$ cat src/rtl/decode_stage.sv
// rtl/decode_stage.sv - registered opcode/immediate decode stage with valid/ready handshake
// Optional feature macro: DECODE_PREFIX_EN (immediate-prefix FSM widening the next immediate)
module decode_stage #(
  parameter int INST_W = 8,
  parameter int OPC_W = 4,
  parameter int IMM_W = 8,
  parameter int SHORT_W = 2,
  parameter int LONG_W = 4,
  parameter logic [OPC_W-1:0] PREFIX_OP = OPC_W'(4'hF)
) (
  input  logic              clk,
  input  logic              rst_n,
  input  logic              flush,
  input  logic              in_valid,
  output logic              in_ready,
  input  logic [INST_W-1:0] in_inst,
  input  logic              in_imm_long,
  output logic              out_valid,
  input  logic              out_ready,
  output logic [OPC_W-1:0]  out_opcode,
  output logic [IMM_W-1:0]  out_imm,
  output logic              out_prefixed
);

  logic [OPC_W-1:0]          opcode;
  logic signed [SHORT_W-1:0] short_field;
  logic signed [LONG_W-1:0]  long_field;
  logic [IMM_W-1:0]          imm_short;
  logic [IMM_W-1:0]          imm_long;
  logic                      accept;

  assign opcode      = in_inst[INST_W-1 -: OPC_W];
  assign short_field = in_inst[SHORT_W-1:0];
  assign long_field  = in_inst[LONG_W-1:0];

  // Size casts of signed fields sign-extend to the output width
  assign imm_short = IMM_W'(short_field);
  assign imm_long  = IMM_W'(long_field);

  // A new instruction may enter only when the output slot is free or being drained
  assign in_ready = !flush && (!out_valid || out_ready);
  assign accept   = in_valid && in_ready;

`ifdef DECODE_PREFIX_EN
  typedef enum logic {IDLE, PFX} state_t;

  state_t                      state;
  logic [LONG_W-1:0]           prefix_q;
  logic signed [2*LONG_W-1:0]  pfx_field;
  logic [IMM_W-1:0]            imm_pfx;
  logic                        is_prefix;

  assign is_prefix = (opcode == PREFIX_OP);
  assign pfx_field = {prefix_q, in_inst[LONG_W-1:0]};
  assign imm_pfx   = IMM_W'(pfx_field);

  // Output register plus prefix FSM; a prefix accept drains any consumed output but produces none
  always_ff @(posedge clk or negedge rst_n) begin
    if (!rst_n) begin
      out_valid    <= 1'b0;
      out_opcode   <= '0;
      out_imm      <= '0;
      out_prefixed <= 1'b0;
      state        <= IDLE;
      prefix_q     <= '0;
    end else if (flush) begin
      out_valid    <= 1'b0;
      out_prefixed <= 1'b0;
      state        <= IDLE;
      prefix_q     <= '0;
    end else if (accept && is_prefix) begin
      prefix_q <= in_inst[LONG_W-1:0];
      state    <= PFX;
      if (out_ready) begin
        out_valid <= 1'b0;
      end
    end else if (accept) begin
      out_valid  <= 1'b1;
      out_opcode <= opcode;
      if (state == PFX) begin
        out_imm      <= imm_pfx;
        out_prefixed <= 1'b1;
      end else begin
        out_imm      <= in_imm_long ? imm_long : imm_short;
        out_prefixed <= 1'b0;
      end
      state    <= IDLE;
      prefix_q <= '0;
    end else if (out_ready) begin
      out_valid <= 1'b0;
    end
  end
`else
  logic unused_prefix_op;

  assign unused_prefix_op = (opcode == PREFIX_OP);
  assign out_prefixed     = 1'b0;

  // Output register: load on accept, drop valid once consumed without a replacement
  always_ff @(posedge clk or negedge rst_n) begin
    if (!rst_n) begin
      out_valid  <= 1'b0;
      out_opcode <= '0;
      out_imm    <= '0;
    end else if (flush) begin
      out_valid <= 1'b0;
    end else if (accept) begin
      out_valid  <= 1'b1;
      out_opcode <= opcode;
      out_imm    <= in_imm_long ? imm_long : imm_short;
    end else if (out_ready) begin
      out_valid <= 1'b0;
    end
  end
`endif

endmodule
$ cat config.mk
export PLATFORM = sky130hd
export DESIGN_NAME = decode_stage
export DESIGN_NICKNAME = d
export VERILOG_FILES = /design/src/rtl/decode_stage.sv
export SDC_FILE = /design/constraint.sdc
export NUM_CORES = 1
export LEC_CHECK = 0
export ABC_AREA = 1
export CAP_MARGIN = 10
export CORE_MARGIN = 10
export CORE_UTILIZATION = 34
export DETAILED_ROUTE_END_ITERATION = 16
export GPL_ROUTABILITY_DRIVEN = 0
export HOLD_SLACK_MARGIN = 0.1
export PLACE_DENSITY = 0.76
export SLEW_MARGIN = 10
export SYNTH_ARGS = -nofsm -noshare
export SYNTH_HDL_FRONTEND = slang
export SYNTH_SLANG_ARGS = --single-unit
$ cat constraint.sdc
create_clock -name clk -period 1.1 [get_ports clk]
set_input_delay 0.22 -clock clk [delete_from_list [all_inputs] [get_ports clk]]
set_output_delay 0.22 -clock clk [all_outputs]
set_load 0.01 [all_outputs]
==> results.cfg <==
[synth]
post-synth-top-count-cell = nand2_1
async_flop_share_pct = 100.0
synth_edf_count = 0
synthFlopType = dfrtp_1
syn-num-nets = 67
yosys.area.top_type_share_pct = 49.72
synth-seq-cells = 9
ys_types = 12
netlist_area_um2 = 452.9
synth_area_leader_cell = dfrtp_1
synth_area_leaders = dfrtp_1, nand2_1, buf_4
avgSynthCellArea_um2 = 8.546
yosys_warnings = 0
synth_cells = 53
ys_seq_area_share_pct = 49.72
synthTopCellsByCount = nand2_1, dfrtp_1, buf_4, nand4_1, inv_1

[routing]
num_vias = 480
wirelength_um = 1374
drc = 0
vias_per_cell = 4.444
ant_nets = 0
routedWlPerCell_um = 12.72
dr.pass1.iters = 3
drtIter0Drc = 4

[die]
start_util_pct = 35.25
die_h_um = 56.50
die_area_um2 = 3192
rows = 13
io_pins = 29
die_w_um = 56.50
design.core.area_um2 = 1285

[place]
io_buffers = 27
pre_cts_slack_ps = -564.9
place_area_um2 = 769.5
dp_cells = 97

[worst_setup_path]
r2r_setup_slack_ps = -90
ff2ff_path_depth = 8
start_kind = register
worst-endpoint-arrival_ps = 1030
r2r_start = out_valid
timing.rr.end = out_imm[2]
cp.required_ps = 880
cp-startpoint = out_valid
crit_fanout = 2
end_kind = output pin
critPathKind = reg2out

[hold_path]
holdCritPathClass = in2async

[sta]
layout_setup_ws_ps = -150.0
clock_skew_ps = 1.474
period_share_pct = 113.6
max_freq_ghz = 0.8000
rsz0062_at_grt = yes
drv_slew = 0
final.setup.tns_ps = -498.2
finalCriticalPeriod_ps = 1250
final_hold_viol_count = 0
finalSetupViolCount = 7

[job]
maxCapViolations = 0

[power]
cellLeakagePower_nw = 0.4722
p_per_area_nw_per_um2 = 1193
ir_drop_uv = 510.8

[clocking]
clock-root-buffer = clkbuf_4
clk_latency_ps = 260
clkSinkCount = 9
clk_path_buf_depth = 2
cts_max_level = 1
holdBufCountCts = 0
tritoncts = done
cts_buffers = 3
cts.reportedPaths.clkPinSlew_ps = 60

[global_route]
overflow = 0
grt_pass1_wl_um = 2049
track_usage_pct = 8.063
grt_max_degree = 10
grt_pass1_vias = 452
antenna_found_initial = 0

[cells_and_area]
diodes = 0
syn2layout_area_growth_pct = 89.50
fin_nets = 108
fin_area_um2 = 858.3
nFillCells = 114
final_core_util_pct = 66.80
drive_above_1_share_pct = 45.16
final_cells = 108

[outcome]
violations = setup timing
outcome = finished, violations left
[final cells by class]
cell class              count  area [um^2]  share of cell area, %
flip-flops and latches      9        225.2                  26.24
inverters                   4        15.01                  1.749
repair buffers             42        377.9                  44.02
well taps                  15        18.77                  2.187
clock buffers               4        26.28                  3.061
multi-input cells          34        195.2                  22.74
[critical path, stage by stage, from the launching register on]
cell     delay (ps)
dfrtp_1         400
buf_6           120
a21oi_4         130
buf_6           120
[report_power, final]
part	internal, mW	switching, mW
Sequential	0.377	0.0293
Combinational	0.196	0.160
Clock	0.140	0.122
[cells by family (layout without fill, tap and decap cells)]
group | after synthesis | count (layout) | synth area share, %
AND/OR/NAND/NOR | 31 | 31 | 33.15
other | 1 | 1 | 0.8279
AO/OA/AOI/OAI | 2 | 2 | 3.038
buffers and inverters | 10 | 50 | 13.26
flip-flops | 9 | 9 | 49.72
[per-layer routing]
metal	track usage, %	routed length, um	vias up
met2	14.11	702	17
met4	4.124	21	0
li1	-	-	247
met1	6.456	502	212
met5	0	0	-
met3	5.843	147	4
[metrics by stage]
stage / power [mW] / hold WS [ps]
detailed placement: 0.7614 / 457.3
global placement: 0.7550 / 452.8
global route: 1.085 / 270.1
CTS: 1.020 / 262.7
floorplan: 0.5523 / -75.59
finish: 1.024 / 254.2
[what timing repair did]
| item | CTS | global route |
|---|---|---|
| pin swaps | 1 | 1 |
| setup buffers | 6 | 4 |
| resized for setup | 50 | 20 |
| endpoints found under the setup margin | 14 | 19 |
[state kept, by name, indices dropped and copies added (netlist names)]
| name | flops |
|---|---|
| out_opcode | 4 |
| out_imm | 4 |
| out_valid | 1 |
[layout by cell type, fill, tap and decap left out, types with 2 or more instances in the layout]
cell type	Yosys	routed
nand2_1	21	17
clkdlybuf4s50_1	0	11
buf_6	0	10
dfrtp_1	9	9
buf_4	6	8
clkbuf_2	0	7
nand4_1	6	6
nand2_2	1	4
clkbuf_4	0	3
buf_2	0	3
inv_2	1	2
inv_1	3	2
dlymetal6s2s_1	0	2
[how the worst max path moves through the flow]
stage / to / slack, ps
after detailed placement: in_ready / -560
after floorplan: out_imm[6] / 180
after CTS: in_ready / -190
after global placement: in_ready / -540
final: in_ready / -150
after global routing: in_ready / -190
Power figures use the tool's default switching activity.
